**config.mk**
```make
export PLATFORM = sky130hd
export DESIGN_NAME = multicycle_ctrl
export DESIGN_NICKNAME = d
export VERILOG_FILES = /design/src/rtl/lumos_mc_pkg.sv /design/src/rtl/alu_decoder.sv /design/src/rtl/multicycle_ctrl.sv
export SDC_FILE = /design/constraint.sdc
export NUM_CORES = 1
export LEC_CHECK = 0
export BUFFER_PORTS_ARGS = -buffer_cell sky130_fd_sc_hd__buf_2
export CAP_MARGIN = 20
export CORE_MARGIN = 2
export CORE_UTILIZATION = 56
export CTS_CLUSTER_DIAMETER = 150
export DETAILED_ROUTE_END_ITERATION = 16
export GPL_TIMING_DRIVEN = 0
export PLACE_DENSITY = 0.84
export SYNTH_ARGS = -nofsm -noshare
export SYNTH_HDL_FRONTEND = slang
export SYNTH_SLANG_ARGS = --single-unit
export TNS_END_PERCENT = 30
```
**constraint.sdc**
```tcl
create_clock -name clk -period 4.9 [get_ports clk]
set_clock_uncertainty 0.1 [all_clocks]
set_input_delay 0.49 -clock clk [delete_from_list [all_inputs] [get_ports clk]]
set_output_delay 0.49 -clock clk [all_outputs]
set_load 0.03 [all_outputs]
```
**src/rtl/lumos_mc_pkg.sv**
```systemverilog
// ==========================================================================
// lumos_mc_pkg -- encodings shared by the multi-cycle controller and datapath
// Rev 1.0
// ==========================================================================
`default_nettype none

package lumos_mc_pkg;

  typedef enum logic [3:0] {
    S_RESET    = 4'd0,
    S_FETCH    = 4'd1,
    S_DECODE   = 4'd2,
    S_MEMADR   = 4'd3,
    S_MEMREAD  = 4'd4,
    S_MEMWB    = 4'd5,
    S_MEMWRITE = 4'd6,
    S_EXECUTER = 4'd7,
    S_EXECUTEI = 4'd8,
    S_ALUWB    = 4'd9,
    S_BRANCH   = 4'd10,
    S_JAL      = 4'd11,
    S_TRAP     = 4'd12
  } state_t;

  // ALU operation class handed from the FSM to the ALU decoder
  typedef enum logic [1:0] {
    ALUOP_ADD  = 2'b00,
    ALUOP_SUB  = 2'b01,
    ALUOP_FUNC = 2'b10
  } aluop_t;

  localparam logic [6:0] c_op_load   = 7'b0000011;
  localparam logic [6:0] c_op_store  = 7'b0100011;
  localparam logic [6:0] c_op_rtype  = 7'b0110011;
  localparam logic [6:0] c_op_itype  = 7'b0010011;
  localparam logic [6:0] c_op_lui    = 7'b0110111;
  localparam logic [6:0] c_op_branch = 7'b1100011;
  localparam logic [6:0] c_op_jal    = 7'b1101111;

  localparam logic [2:0] c_alu_add   = 3'b000;
  localparam logic [2:0] c_alu_sub   = 3'b001;
  localparam logic [2:0] c_alu_and   = 3'b010;
  localparam logic [2:0] c_alu_or    = 3'b011;
  localparam logic [2:0] c_alu_passb = 3'b100;
  localparam logic [2:0] c_alu_slt   = 3'b101;
  localparam logic [2:0] c_alu_xor   = 3'b110;
  localparam logic [2:0] c_alu_srl   = 3'b111;

  localparam logic [1:0] c_srca_pc    = 2'b00;
  localparam logic [1:0] c_srca_oldpc = 2'b01;
  localparam logic [1:0] c_srca_a     = 2'b10;

  localparam logic [1:0] c_srcb_b     = 2'b00;
  localparam logic [1:0] c_srcb_imm   = 2'b01;
  localparam logic [1:0] c_srcb_four  = 2'b10;

  localparam logic [1:0] c_res_aluout    = 2'b00;
  localparam logic [1:0] c_res_data      = 2'b01;
  localparam logic [1:0] c_res_aluresult = 2'b10;

  localparam logic [2:0] c_f3_beq = 3'b000;
  localparam logic [2:0] c_f3_bne = 3'b001;

endpackage

`default_nettype wire

```
**src/rtl/alu_decoder.sv**
```systemverilog
// ==========================================================================
// alu_decoder -- maps operation class and instruction fields to ALUControl
// Rev 1.0
// ==========================================================================
`default_nettype none

module alu_decoder
  import lumos_mc_pkg::*;
(
  input  logic [6:0] opcode_i,
  input  logic [2:0] func3_i,
  input  logic       func7_5_i,
  input  aluop_t     aluop_i,
  output logic [2:0] alu_control_o
);

  logic w_is_sub;

  // Only register-register adds honour IR[30]; addi immediates may set it freely
  assign w_is_sub = (opcode_i == c_op_rtype) && func7_5_i;

  always_comb begin
    alu_control_o = c_alu_add;
    case (aluop_i)
      ALUOP_ADD: alu_control_o = c_alu_add;
      ALUOP_SUB: alu_control_o = c_alu_sub;
      ALUOP_FUNC: begin
        if (opcode_i == c_op_lui) begin
          alu_control_o = c_alu_passb;
        end else begin
          case (func3_i)
            3'b000:  alu_control_o = w_is_sub ? c_alu_sub : c_alu_add;
            3'b010:  alu_control_o = c_alu_slt;
            3'b100:  alu_control_o = c_alu_xor;
            3'b101:  alu_control_o = c_alu_srl;
            3'b110:  alu_control_o = c_alu_or;
            3'b111:  alu_control_o = c_alu_and;
            default: alu_control_o = c_alu_add;
          endcase
        end
      end
      default: alu_control_o = c_alu_add;
    endcase
  end

endmodule

`default_nettype wire

```
**src/rtl/multicycle_ctrl.sv**
```systemverilog
// ==========================================================================
// multicycle_ctrl -- multi-cycle fetch/decode/execute sequencer, retire count
// Rev 1.0
// ==========================================================================
`default_nettype none

module multicycle_ctrl
  import lumos_mc_pkg::*;
(
  input  logic        clk,
  input  logic        rst,
  input  logic [6:0]  opcode,
  input  logic [2:0]  func3,
  input  logic        func7_5,
  input  logic        zero,
  input  logic        mem_ready,
  output logic        mem_valid,
  output logic        mem_we,
  output logic        AdrSrc,
  output logic        IRWrite,
  output logic        PCWrite,
  output logic        RegWrite,
  output logic [1:0]  ALUSrcA,
  output logic [1:0]  ALUSrcB,
  output logic [1:0]  ResultSrc,
  output logic [2:0]  ALUControl,
  output logic [31:0] retired,
  output logic        illegal
);

  state_t      state_q;
  state_t      state_d;
  logic [31:0] retired_q;
  logic [31:0] retired_d;
  aluop_t      w_aluop;
  logic        w_retire;
  logic [2:0]  w_alu_control;

  alu_decoder u_alu_decoder (
    .opcode_i      (opcode),
    .func3_i       (func3),
    .func7_5_i     (func7_5),
    .aluop_i       (w_aluop),
    .alu_control_o (w_alu_control)
  );

  always_ff @(posedge clk or negedge rst) begin
    if (!rst) begin
      state_q   <= S_RESET;
      retired_q <= '0;
    end else begin
      state_q   <= state_d;
      retired_q <= retired_d;
    end
  end

  assign retired_d  = retired_q + {31'd0, w_retire};
  assign retired    = retired_q;
  assign ALUControl = w_alu_control;

  always_comb begin
    state_d   = state_q;
    w_retire  = 1'b0;
    w_aluop   = ALUOP_ADD;
    mem_valid = 1'b0;
    mem_we    = 1'b0;
    AdrSrc    = 1'b0;
    IRWrite   = 1'b0;
    PCWrite   = 1'b0;
    RegWrite  = 1'b0;
    ALUSrcA   = c_srca_pc;
    ALUSrcB   = c_srcb_b;
    ResultSrc = c_res_aluout;
    illegal   = 1'b0;

    case (state_q)
      S_RESET: state_d = S_FETCH;

      // PC+4 is computed and written straight through ALUResult
      S_FETCH: begin
        mem_valid = 1'b1;
        ALUSrcA   = c_srca_pc;
        ALUSrcB   = c_srcb_four;
        ResultSrc = c_res_aluresult;
        if (mem_ready) begin
          IRWrite = 1'b1;
          PCWrite = 1'b1;
          state_d = S_DECODE;
        end
      end

      S_DECODE: begin
        ALUSrcA = c_srca_oldpc;
        ALUSrcB = c_srcb_imm;
        case (opcode)
          c_op_load, c_op_store: state_d = S_MEMADR;
          c_op_rtype:            state_d = S_EXECUTER;
          c_op_itype, c_op_lui:  state_d = S_EXECUTEI;
          c_op_branch:           state_d = S_BRANCH;
          c_op_jal:              state_d = S_JAL;
          default:               state_d = S_TRAP;
        endcase
      end

      S_MEMADR: begin
        ALUSrcA = c_srca_a;
        ALUSrcB = c_srcb_imm;
        state_d = (opcode == c_op_load) ? S_MEMREAD : S_MEMWRITE;
      end

      S_MEMREAD: begin
        mem_valid = 1'b1;
        AdrSrc    = 1'b1;
        if (mem_ready) state_d = S_MEMWB;
      end

      S_MEMWB: begin
        ResultSrc = c_res_data;
        RegWrite  = 1'b1;
        w_retire  = 1'b1;
        state_d   = S_FETCH;
      end

      S_MEMWRITE: begin
        mem_valid = 1'b1;
        mem_we    = 1'b1;
        AdrSrc    = 1'b1;
        if (mem_ready) begin
          w_retire = 1'b1;
          state_d  = S_FETCH;
        end
      end

      S_EXECUTER: begin
        ALUSrcA = c_srca_a;
        ALUSrcB = c_srcb_b;
        w_aluop = ALUOP_FUNC;
        state_d = S_ALUWB;
      end

      S_EXECUTEI: begin
        ALUSrcA = c_srca_a;
        ALUSrcB = c_srcb_imm;
        w_aluop = ALUOP_FUNC;
        state_d = S_ALUWB;
      end

      S_ALUWB: begin
        ResultSrc = c_res_aluout;
        RegWrite  = 1'b1;
        w_retire  = 1'b1;
        state_d   = S_FETCH;
      end

      // ALUOut still holds the DECODE-computed target during the compare
      S_BRANCH: begin
        ALUSrcA   = c_srca_a;
        ALUSrcB   = c_srcb_b;
        w_aluop   = ALUOP_SUB;
        ResultSrc = c_res_aluout;
        PCWrite   = ((func3 == c_f3_beq) && zero) || ((func3 == c_f3_bne) && !zero);
        w_retire  = 1'b1;
        state_d   = S_FETCH;
      end

      S_JAL: begin
        ALUSrcA   = c_srca_oldpc;
        ALUSrcB   = c_srcb_four;
        ResultSrc = c_res_aluout;
        PCWrite   = 1'b1;
        state_d   = S_ALUWB;
      end

      S_TRAP: illegal = 1'b1;

      default: state_d = S_RESET;
    endcase
  end

endmodule

`default_nettype wire

```
; ---- After elaboration in Yosys (flattened, before gate mapping)
; Index checks and enable logic that the tools add are counted.
[word_totals]
register_bits = 36
input_bits = 15
output_inout_bits = 48
[op_classes]
add_sub_neg = 1
n_eq_ne = 30
muxes = 23
bitwise_logic = 1
reduce_logical = 21
[ops]
columns = op, n
row1 = adder 32 x 1 -> 32 bit, 1
row2 = case mux 4 bit (8 select lines), 1
row3 = equality test 7 x 6 -> 1 bit (second input constant), 3
row4 = equality test 4 bit (second input constant), 5
row5 = case mux 4 bit (5 select lines), 1
row6 = case mux 3 bit (6 select lines), 1
row7 = equality test 4 x 3 -> 1 bit (second input constant), 4
row8 = case mux 2 bit (2 select lines), 4
row9 = equality test 7 bit (second input constant), 2
row10 = OR reduction 2 bit, 7
row11 = equality test 3 bit (second input constant), 4
row12 = two-way mux 4 bit, 3
row13 = OR reduction 3 bit, 4
row14 = equality test 4 x 2 -> 1 bit (second input constant), 2
row15 = two-way mux 1 bit, 8
row16 = OR reduction 4 bit, 2
row17 = equality test 7 x 2 -> 1 bit (second input constant), 1
row18 = equality test 7 x 5 -> 1 bit (second input constant), 1
row19 = != test 2 bit (second input constant), 3
row20 = case mux 3 bit (2 select lines), 1
row21 = equality test 4 x 1 -> 1 bit (second input constant), 1
row22 = zero test 4 bit, 1
row23 = AND reduction 4 bit, 1
row24 = equality test 3 x 1 -> 1 bit (second input constant), 1
row25 = 12 further kinds, 14

; ---- Longest topological paths before layout
; Gate-level depths: netlist of run 1.
[depth]
word_depth = 6
depth_mapped = 10
depth_no_buf = 8

; ---- Modules after synthesis
; From an unflattened synthesis of run 1, not the netlist that was laid out.
[hier_totals]
hier_cells = 221
hier_area_um2 = 2165.8
[by_module_without_submodules]
columns = module, n_inst, cells_each, area_per_inst_um2
row1 = multicycle_ctrl, 1, 202, 2021.9
row2 = alu_decoder, 1, 19, 143.9

; ---- Worst setup path before layout of run 1
; OpenSTA, ideal clock, no wires.
[synth_timing]
path_kind = flip-flop to flip-flop
from = reg state_q[2]
to = reg retired_q[17] (netlist: retired[17])
setup_ns = 0.080
arrival_ns = 2.657
required_ns = 4.720
slack_ns = 2.063
stages_incl_launch_ff = 10
path_cell_list = dfrtp_1 clkbuf_1 nand2b_1 a21oi_1 a31o_2 ha_1 nand2_1 or4_4 nor3_2 xnor2_1
[synth_via]
elab_chain_cells = 4
word_cells_on_any_way = 7
cone_classes = add/sub (1) / eq/ne (4) / mux (1) / reduce/logical (1)
[synth_lines]
columns = element, line_no
row1 = from (decl), multicycle_ctrl.sv:31  ; state_t state_q;
row2 = from (signal assigned), multicycle_ctrl.sv:52  ; state_q <= state_d;
row3 = equality test 4 bit / equality test 4 x 3 -> 1 bit (equally long branches), multicycle_ctrl.sv:76  ; case (state_q)
row4 = OR reduction 3 bit (no line), --
row5 = case mux 1 bit (2 select lines) *, multicycle_ctrl.sv:76
row6 = adder 32 x 1 -> 32 bit *, multicycle_ctrl.sv:57  ; assign retired_d = retired_q + {31'd0, w_retire};
row7 = named net retired_d[17], multicycle_ctrl.sv:34  ; logic [31:0] retired_d;
row8 = to (signal assigned), multicycle_ctrl.sv:53  ; retired_q <= retired_d;
row9 = to (decl), multicycle_ctrl.sv:33  ; logic [31:0] retired_q;
; Mark *: on every way through the listed nets, which the timed path passes. The rest lies on a longest branch.
; A chain may end at the register's enable or synchronous reset.

; ---- Worst setup path in the final report of run 1
[layout_timing]
from = reg state_q[3]
to = out ALUControl[1]
[layout_via]
elab_chain_cells = 5
word_cells_on_any_way = 8
cone_classes = eq/ne (5) / mux (2) / reduce/logical (1)
[layout_lines]
columns = element, line_no
row1 = equality test 4 bit / equality test 4 x 3 -> 1 bit (equally long branches), multicycle_ctrl.sv:76
row2 = OR reduction 2 bit (no line), --
row3 = case mux 2 bit (2 select lines) *, multicycle_ctrl.sv:76
row4 = equality test 2 bit / equality test 2 x 1 -> 1 bit (equally long branches), alu_decoder.sv:24  ; case (aluop_i)
row5 = case mux 3 bit (2 select lines) *, alu_decoder.sv:24
row6 = to (decl), multicycle_ctrl.sv:26  ; output logic [2:0] ALUControl,
; Mark *: on every way between the ends. The rest lies on a longest branch, timed or not.

==> implementation parameters, run 1 <==
Parameter                              Value

Outcome
  Result of the run ... completed

Timing
  Setup repair after global routing missed its margin ... false
  Min Hold Slack ... 0.173 ns
  Final period demand of the worst path ... 2.82 ns
  Slew at the pin closest to its max-slew limit ... 0.758 ns
  Share of the clock period used by the worst path ... 0.575
  Post-route setup slack ... 2.08 ns
  Sum of negative setup slack ... 0 ns
  Headroom to the max-slew limit ... 0.494
  Total count of hold-check failures in the final report ... 0
  Max-slew violations ... 0
  Fmax ... 0.355 GHz
  Count of final setup violators ... 0

Synthesis
  Fraction of synthesis flops using an asynchronous set or reset pin ... 1.00
  Cell types with the highest counts after synthesis ... dfrtp_1 (36), xnor2_1 (25), nand3_1 (18), nor2_1 (16), nand2_1 (14)
  Average instance area after synthesis ... 9.58 um2
  Leading area contributor after synthesis ... dfrtp_1
  EDFF count, synth ... 0
  Area fraction of the dominant cell type after synthesis ... 0.422
  Cell with the most instances after synthesis ... dfrtp_1
  Ys flop type ... dfrtp_1
  Synth Register Bits ... 36
  Synthesized instance count ... ~220
  Sequential-to-total area share from yosys stat ... 0.422
  Syn. warnings ... 0
  Leading post-synthesis cells by cell area ... dfrtp_1 (42%), xnor2_1 (10%), nand3_1 (4.2%)
  Cell area after synthesis ... 2140 um2
  Number of nets in the synthesized netlist ... 242
  Count of distinct cell types in the synthesized netlist ... 47

Die
  Top Ports ... 63
  Die ar. ... 4330 um2
  Initial cell density of the core ... 0.584
  Floorplan core area ... 3660 um2
  Die boundary width ... 65.8 um
  Chip Height ... 65.8 um
  Placement row count ... 22

Power and ir drop
  IR Drop Worst-Case VDD ... 0.000464 V
  Total net switching power ... 0.502 mW
  Leakage ... 1.30 nW
  Clock share of power ... 0.236
  Total power ... 1.18 mW
  Gate power share ... 0.441
  Power per Cell Area ... 449 nW/um2
  Sw Share ... 0.425
  Cell-internal power ... between 0.6 and 0.7 mW
  Register share of total power ... 0.323

Clocking
  Clock sink count ... 36
  CTS H-tree lvls ... 2
  Clock buffers created by TritonCTS ... 5
  Clock tree from TritonCTS ... done
  Number of setup buffers added after CTS ... 0
  Clock latency on the worst-skew pair ... 0.28 ns
  Clock input transition at the sequential cells of the worst setup and hold paths ... 0.07 ns
  Number of buffers added to fix hold violations after cts ... 0
  Max clock buf depth ... 2
  CTS resizes ... 0
  Clock root buffer master ... clkbuf_8

Placed design
  HPWL Detailed ... 3280 um
  Number of port buffers ... 62
  GP Congestion ... ~0.87
  Post-placement worst setup slack ... 2.26 ns
  Placed cells ... 333
  Dpl cell area ... 2510 um2

Cells and area
  Final design area excluding fillers ... 2630 um2
  Number of antenna cells inserted ... 0
  Share of layout cells above drive strength 1 ... 0.276
  Area grow syn2layout ... 23.2%
  Number of nets at the end of the flow ... 311
  Final standard cell count with taps included and fillers excluded ... 341
  Final design utilization ... 0.719

Flow run
  Max-cap violation count ... 0

Setup path
  Nature of the critical path startpoint ... flip-flop
  Max FO, Critical Path ... 10
  Critical path arrival ... 2.23 ns
  Crit path capture type ... primary output
  Required time of the critical path ... between 4 and 5 ns
  Class of the most critical setup path ... flip-flop to primary output

Drt
  Vias ... 1888
  DR vias/cell ... 5.54
  Number of routed nets with antenna violations ... 0
  Post-detailed-route wirelength per cell ... 13.0 um
  DRC violation count after routing ... 0
  DRC marker count from the first detailed-route iteration ... 77
  Number of optimization iterations in the first detailed-route pass ... 4
  WL final ... 4430 um

Global routing
  Grt ovf ... 0
  Antenna violations before repair ... 0
  Global-route wire length before repair ... about 7400 um
  Global router's overall resource usage ... 0.221
  Via count of the first global-routing pass ... 1648
  Maximum number of pins on one net before global-route repair ... 37

Hold path
  Class of the most critical hold timing path ... input port to asynchronous set/reset pin
-- critical path, stage by stage (launching register included) --
cell and delay [ns]:
dfrtp_1 0.40, buf_1 0.36, inv_1 0.12, nor2_1 0.15, nand2_1 0.10, o22ai_1 0.17
ha_1 0.27, nor3_1 0.16, buf_2 0.22
-- area by class of cell --
type | count | area (um2)
Sequential cell | 36 | 901
Timing Repair Buffer | 62 | 310
Clock inverter | 1 | 30.0
Buffer | 8 | 31.3
Tap cell | 48 | 60.1
Clock buffer | 7 | 96.3
Inverter | 11 | 41.3
Fill cell | 291 | 1030
Multi-Input combinational cell | 168 | 1160
-- sequential cells by signal, indices dropped and copies added (netlist names) --
signal,flops
state_q,4
retired,32
-- cells in the final DEF (no fill, tap or decap), types with 2 or more instances in the layout --
cell type	instances
a21oi_1	7
a31oi_1	3
and2_1	2
and3_1	2
and4_1	4
buf_2	63
clkbuf_1	6
clkbuf_8	7
dfrtp_1	36
ha_1	4
inv_1	11
nand2_1	14
nand2b_1	7
nand3_1	18
nand4_1	9
nand4_4	2
nor2_1	16
nor3_1	8
nor4_1	3
nor4_4	2
o21ai_0	7
o22a_1	2
o31ai_1	3
xnor2_1	25
xor2_1	8
-- worst paths after layout --
check	depth (start not counted)	endpoint	slack, ns	from
max in group asynchronous	1	state_q[0]$_DFFE_PN0P_	4.04	rst
max reg2reg	8	retired[17]$_DFF_PN0_	2.25	state_q[1]$_DFFE_PN0P_
min in group clk	1	retired[31]$_DFF_PN0_	0.38	retired[31]$_DFF_PN0_
min reg2reg	1	retired[31]$_DFF_PN0_	0.38	retired[31]$_DFF_PN0_
min	1	retired[15]$_DFF_PN0_	0.17	rst
max	8	ALUControl[1]	2.08	state_q[3]$_DFFE_PN0P_
-- cell families (layout without fill, tap and decap cells) --
kind of cell	after synthesis	after routing	share of synthesized area
and+or+nand+nor	100	100	0.290
xor gates and xnor gates	33	33	0.135
adders and majority gates	4	4	0.0234
AOI/OAI and AO/OA	31	31	0.0960
DFF	36	36	0.422
buffers and inverters	19	89	0.0340
-- layer usage --
metal	vias to the layer above	share of wire	GRT usage
met3	5	0.052	0.0494
met5	-	0	0
met2	53	0.48	0.361
li1	944	-	-
met1	886	0.46	0.289
met4	0	0.010	0.0755
-- power by group through the flow --
| stage | registers (mW) | clock network (mW) | logic, mW |
|---|---|---|---|
| after floorplan | 0.421 | 0 | 0.344 |
| after global placement | 0.385 | 0 | 0.511 |
| after detailed placement | 0.387 | 0 | 0.519 |
| after CTS | 0.381 | 0.285 | 0.522 |
| after global routing | 0.390 | 0.300 | 0.566 |
| final | 0.382 | 0.279 | 0.521 |
No activity file was read; power rests on OpenSTA's default activity.
==> run 2: changes to the inputs <==
- ABC_AREA: unset -> 1
- CORE_UTILIZATION: 56 -> 47
- PLACE_DENSITY: 0.84 -> 0.74
- clock period: 4.9 -> 2.4 ns (I/O delays scaled with it)
==> run 2 against run 1 <==
  * Global-route usage shrank 2.0 points
  * Final area grew 9.5%
  * Via count grew 12%
  * Total power grew 83%
  * Synthesized cell count grew 27%
  * Critical path type is now flip-flop to flip-flop
==> implementation parameters, run 2 <==
Parameter                              Value

Timing
  Final period demand of the worst path ... 2.38 ns
  Slew at the pin closest to its max-slew limit ... 0.777 ns
  Count of final setup violators ... 0
  Total count of hold-check failures in the final report ... 0
  Fmax ... 0.420 GHz
  Setup repair after global routing missed its margin ... true
  Post-route setup slack ... 0.0198 ns
  Share of the clock period used by the worst path ... 0.992
  Headroom to the max-slew limit ... 0.482
  Max-slew violations ... 0

Hold path
  Worst hold endpoint ... state_q[1]$_DFFE_PN0P_
  Class of the most critical hold timing path ... input port to flip-flop
  Worst Min Path Start ... mem_ready
  Hold Path Stages ... 2

Placed design
  HPWL Detailed ... approximately 3800 um
  Dpl cell area ... 2590 um2
  Number of port buffers ... 62
  Post-placement worst setup slack ... -0.280 ns
  GP Congestion ... 0.936

Drt
  Vias ... 2106
  Number of optimization iterations in the first detailed-route pass ... 4
  DRC violation count after routing ... 0
  DRC marker count from the first detailed-route iteration ... 85
  Number of routed nets with antenna violations ... 0
  WL final ... 5150 um
  DR vias/cell ... 5.00
  Post-detailed-route wirelength per cell ... 12.2 um

Synthesis
  Syn. warnings ... 0
  Synthesized instance count ... approximately 280
  Leading post-synthesis cells by cell area ... dfrtp_1 (42%), nand2_1 (9.9%), xor2_1 (8.5%)
  Synth Register Bits ... 36
  Count of distinct cell types in the synthesized netlist ... 22
  Ys flop type ... dfrtp_1
  Average instance area after synthesis ... 7.62 um2
  Fraction of synthesis flops using an asynchronous set or reset pin ... 1.00
  EDFF count, synth ... 0
  Cell with the most instances after synthesis ... nand2_1
  Number of nets in the synthesized netlist ... 302
  Cell types with the highest counts after synthesis ... nand2_1 (57), inv_1 (46), nor2_1 (43), dfrtp_1 (36), xor2_1 (21)
  Sequential-to-total area share from yosys stat ... 0.418
  Leading area contributor after synthesis ... dfrtp_1
  Area fraction of the dominant cell type after synthesis ... 0.418
  Cell area after synthesis ... 2160 um2

Clocking
  Clock input transition at the sequential cells of the worst setup and hold paths ... 0.07 ns
  Clock buffers created by TritonCTS ... 5
  Max clock buf depth ... 2
  Clock sink count ... 36
  Clock root buffer master ... clkbuf_8
  Clock latency on the worst-skew pair ... 0.29 ns
  CTS H-tree lvls ... 2
  Clock tree from TritonCTS ... done

Setup path
  Required time of the critical path ... 2.47 ns
  CP bufs+invs ... 3
  Critical path arrival ... 2.45 ns
  Cell count of the worst reg-to-reg path ... 16
  Slowest-stage cell, CP ... dfrtp_1
  Cells along the critical path ... inv_1 > nor2_2 > inv_2 > nor2_4 > inv_2 > o21ai_4 > ha_4 > ha_4 > nand3_4 > nor2_4 > nand2_4 > nor2_4 > nand2_4 > nor2_4 > nand2_2 > xor2_1
  Class of the most critical setup path ... flip-flop to flip-flop
  Nature of the critical path startpoint ... flip-flop
  Origin of the critical flop-to-flop path ... state_q[1]$_DFFE_PN0P_
  Largest incremental delay on the critical path ... ~0.40 ns
  Crit path capture type ... flip-flop
  Destination of the worst register-to-register timing path ... retired[20]$_DFF_PN0_
  Max FO, Critical Path ... 4
  Gate family responsible for the most delay along the worst path ... simple AND/OR/NAND/NOR gates
  Top cell by count, worst path ... nor2_4
  Worst setup slack for register-to-register paths ... 0.02 ns

Cells and area
  Final design area excluding fillers ... slightly below 3000 um2
  Number of flip-flops under the largest register name ... 32
  Leading cell type in the layout, fill and taps excluded ... buf_2
  Number of antenna cells inserted ... 0
  Final design utilization ... 0.658
  Number of nets at the end of the flow ... 387
  Area grow syn2layout ... 33.8%
  Commonest cells after routing, fill and taps aside ... buf_2 (61), nand2_1 (55), inv_1 (40), nor2_1 (36), dfrtp_1 (36)
  Share of layout cells above drive strength 1 ... 0.320

Die
  Die boundary width ... 71.7 um
  Chip Height ... 71.7 um
  Floorplan core area ... 4380 um2
  Placement row count ... 24
  Initial cell density of the core ... 0.492
  Die ar. ... approximately 5100 um2
  Top Ports ... 63

Global routing
  Global-route wire length before repair ... 8200 um
  Antenna violations before repair ... 0
  Grt ovf ... 0
  Via count of the first global-routing pass ... roughly 1900
  Global router's overall resource usage ... 0.201
  Maximum number of pins on one net before global-route repair ... 37

Outcome
  Result of the run ... completed

Flow run
  Max-cap violation count ... 0

Power and ir drop
  IR Drop Worst-Case VDD ... around 0.00077 V
  Power per Cell Area ... roughly 750 nW/um2
  Leakage ... 1.59 nW
run 2: worst reg2reg max path, delay by kind of cell (launching register included):
kind            cells  cell delay [ns]
simple gates        9             0.92
buf+inv             3             0.24
xor+xnor            1             0.14
compound gates      1             0.15
flops               1             0.40
fa+ha+maj           2             0.33
run 2: routing by layer:
| layer | vias to the layer above | share of wire | GRT usage |
|---|---|---|---|
| li1 | 1063 | - | - |
| met5 | - | 0 | 0 |
| met1 | 981 | 0.47 | 0.271 |
| met4 | 0 | 0.010 | 0.0545 |
| met3 | 5 | 0.045 | 0.0422 |
| met2 | 57 | 0.48 | 0.328 |
run 2: cells by family (layout without fill, tap and decap cells):
kind of cell,count (synthesis),count (layout),share of synthesized area
buffers and inverters,46,132,0.0800
DFF,36,36,0.418
AOI/OAI and AO/OA,22,22,0.0528
and+or+nand+nor,145,145,0.305
xor gates and xnor gates,30,30,0.122
adders and majority gates,4,4,0.0232
run 2: what timing repair did:
action / in CTS / in global routing
cloned: 0 / 0
hold buffers: 1 / 0
pin swaps: 5 / 8
setup endpoints to repair: 15 / 16
gates resized for setup: 9 / 14
endpoints found under the hold margin: 36 / 0
setup buffers: 5 / 10
run 2: cell type report:
class	instances	area (um2)
fillers	368	1500
multi-input cells	201	1220
flip-flops and latches	36	901
repair buffers	78	435
inverters	46	173
clock buffers	6	82.6
well taps	52	65.1
clock inverters	2	10.0
run 2: power by group:
group,internal [mW],leakage [nW],switching (mW)
Combinational,0.305,1.08,0.648
Clock,0.229,0.0510,0.209
Sequential,0.675,0.463,0.0947
run 2: worst max path at each step:
stage                           start               endpoint  depth (start not counted)
4_1_cts        state_q[0]$_DFFE_PN0P_  retired[20]$_DFF_PN0_                         16
5_1_grt        state_q[3]$_DFFE_PN0P_  retired[20]$_DFF_PN0_                         15
3_3_place_gp   state_q[1]$_DFFE_PN0P_  retired[22]$_DFF_PN0_                         16
2_1_floorplan  state_q[2]$_DFFE_PN0P_  retired[22]$_DFF_PN0_                         16
3_5_place_dp   state_q[1]$_DFFE_PN0P_  retired[20]$_DFF_PN0_                         16
6_report       state_q[1]$_DFFE_PN0P_  retired[20]$_DFF_PN0_                         16
run 2: stage by stage:
step                      hold WS, ns  cells  power, mW  setup TNS [ns]
after global routing           0.0608    421       2.29          -0.849
after global placement          0.256    397       1.59           -2.17
after CTS                      0.0581    411       2.09               0
after detailed placement        0.268    397       1.60           -2.34
after floorplan                -0.156    283       1.37          -0.231
final                          0.0623    421       2.16               0
==> run 3: changes to the inputs <==
==> constraint.sdc (replaced) <==
create_clock -name clk -period 2.4 [get_ports clk]
set_clock_uncertainty 0.1 [all_clocks]
set_input_delay 0.24 -clock clk [delete_from_list [all_inputs] [get_ports clk]]
set_output_delay 0.24 -clock clk [all_outputs]
set_load 0.01 [all_outputs]
==> run 3 against run 2 <==
  * The run now ends with setup timing left
  * Highest routed layer unchanged
  * Sequential share of layout area decreased by 1.3 points
  * Final cell count is 2.6% higher
  * Via count up 5.3%
  * First-iteration DRC count grew 81%
==> implementation parameters, run 3 (synthesis gave the netlist of run 2 again) <==
Parameter                              Value

Cells and area
  Filler Cells Inserted ... 345
  Final design area excluding fillers ... 3010 um2
  Leading cell type in the layout, fill and taps excluded ... buf_2
  Final design utilization ... 0.687
  Number of antenna cells inserted ... 0
  Number of flip-flops under the largest register name ... 32
  Area grow syn2layout ... 39.7%
  Commonest cells after routing, fill and taps aside ... buf_2 (62), nand2_1 (56), inv_1 (41), dfrtp_1 (36), nor2_1 (35)
  Final standard cell count with taps included and fillers excluded ... 432
  Share of layout cells above drive strength 1 ... 0.347
  Number of nets at the end of the flow ... slightly below 400

Timing
  Min Hold Slack ... 0.0709 ns
  Slew at the pin closest to its max-slew limit ... 0.781 ns
  Headroom to the max-slew limit ... 0.480
  Count of final setup violators ... 3
  Sum of negative setup slack ... -0.0575 ns
  Max-slew violations ... 0
  Final period demand of the worst path ... 2.43 ns
  Total count of hold-check failures in the final report ... 0
  Post-route setup slack ... -0.0332 ns
  Setup repair after global routing missed its margin ... true
  Fmax ... 0.411 GHz
  Share of the clock period used by the worst path ... 1.01

Clocking
  Clock sink count ... 36
  Clock buffers created by TritonCTS ... 5
  Max clock buf depth ... 2
  CTS H-tree lvls ... 2
  Clock tree from TritonCTS ... done
  Clock root buffer master ... clkbuf_8
  Clock latency on the worst-skew pair ... approximately 0.29 ns
  Clock input transition at the sequential cells of the worst setup and hold paths ... 0.07 ns

Setup path
  Cells along the critical path ... nor2_2 > inv_2 > nor2_4 > inv_2 > o21ai_2 > ha_2 > ha_4 > nand3_4 > nor2_4 > nand2_4 > nor2_4 > nand2_4 > nor2_4 > nand2_2 > xnor2_2
  Class of the most critical setup path ... flip-flop to flip-flop
  Max FO, Critical Path ... 4
  Slowest-stage cell, CP ... dfrtp_1
  Critical path arrival ... 2.51 ns
  Top cell by count, worst path ... nor2_4
  Largest incremental delay on the critical path ... roughly 0.43 ns
  Nature of the critical path startpoint ... flip-flop
  Crit path capture type ... flip-flop
  Required time of the critical path ... around 2.5 ns

Global routing
  Grt ovf ... 0
  Antenna violations before repair ... 0
  Maximum number of pins on one net before global-route repair ... 37
  Global router's overall resource usage ... 0.224
  Global-route wire length before repair ... 9130 um
  Via count of the first global-routing pass ... 2009

Die
  Die boundary width ... a little over 70 um
  Floorplan core area ... 4380 um2
  Top Ports ... 63
  Initial cell density of the core ... 0.492
  Placement row count ... 24
  Chip Height ... 71.7 um
  Die ar. ... 5150 um2

Placed design
  Post-placement worst setup slack ... -0.307 ns
  Dpl cell area ... 2560 um2
  Number of port buffers ... between 60 and 70
  HPWL Detailed ... ~3900 um
  Placed cells ... 397
  GP Congestion ... about 0.89

Hold path
  Class of the most critical hold timing path ... input port to flip-flop

Drt
  Number of optimization iterations in the first detailed-route pass ... 4
  Post-detailed-route wirelength per cell ... 13.4 um
  WL final ... 5790 um
  DRC violation count after routing ... 0
  Number of routed nets with antenna violations ... 0
  DR vias/cell ... a little over 5
  Vias ... 2217
  DRC marker count from the first detailed-route iteration ... 154

Power and ir drop
  Power per Cell Area ... 730 nW/um2
  Leakage ... between 1.5 and 2 nW
  Total power ... 2.20 mW
  IR Drop Worst-Case VDD ... approximately 0.00058 V

Outcome
  Violations in the final reports ... setup timing
  Result of the run ... finished, violations left

Flow run
  Max-cap violation count ... 0
==> run 3: cell count changes in the layout (fill, tap and decap cells not counted), sizes merged <==
cell    delta
bufinv     +1
clkinv     -2
clkbuf     +1
buf       +11
==> run 3: per-layer routing <==
metal / part of all wire / vias to the layer above / track usage
met5: 0 / - / 0
met4: 0.013 / 0 / 0.0797
li1: - / 1082 / -
met2: 0.48 / 69 / 0.350
met1: 0.45 / 1056 / 0.317
met3: 0.053 / 10 / 0.0352
==> run 3: power breakdown <==
part / switching, mW / total (mW) / internal [mW]
combinational: 0.502 / 0.859 / 0.357
sequential: 0.0815 / 0.757 / 0.675
clock: 0.216 / 0.583 / 0.367
==> run 3: critical path: cells and delay by family (launching register included) <==
kind | cells | cell delay [ns]
xor gates and xnor gates | 1 | 0.15
adders and majority gates | 2 | 0.38
DFF | 1 | 0.43
and+or+nand+nor | 9 | 1.04
AOI/OAI and AO/OA | 1 | 0.11
buffers and inverters | 2 | 0.13
==> run 3: layout make-up <==
type	count	area, um2	area share
inverters	46	173	0.0573
clock buffers	7	96.3	0.0320
flip-flops and latches	36	901	0.299
well taps	52	65.1	0.0216
clock inverters	1	30.0	0.00997
repair buffers	89	519	0.172
multi-input cells	201	1230	0.408
==> run 3: what timing repair did <==
item / CTS / global route
setup endpoints to repair: 14 / 19
hold endpoints to repair: 36 / 0
buffers inserted: 15 / 11
hold buffers: 1 / 0
gates resized for setup: 19 / 12
pin swaps: 14 / 8
==> run 3: worst paths after layout <==
check	from	to	slack, ns	cells after the start
max	state_q[0]$_DFFE_PN0P_	retired[22]$_DFF_PN0_	-0.03	15
min reg2reg	retired[31]$_DFF_PN0_	retired[31]$_DFF_PN0_	0.37	1
min	mem_ready	state_q[1]$_DFFE_PN0P_	0.07	2
max reg2reg	state_q[0]$_DFFE_PN0P_	retired[22]$_DFF_PN0_	-0.03	15
min in group asynchronous	rst	retired[21]$_DFF_PN0_	0.47	2
max in group asynchronous	rst	retired[10]$_DFF_PN0_	1.24	2
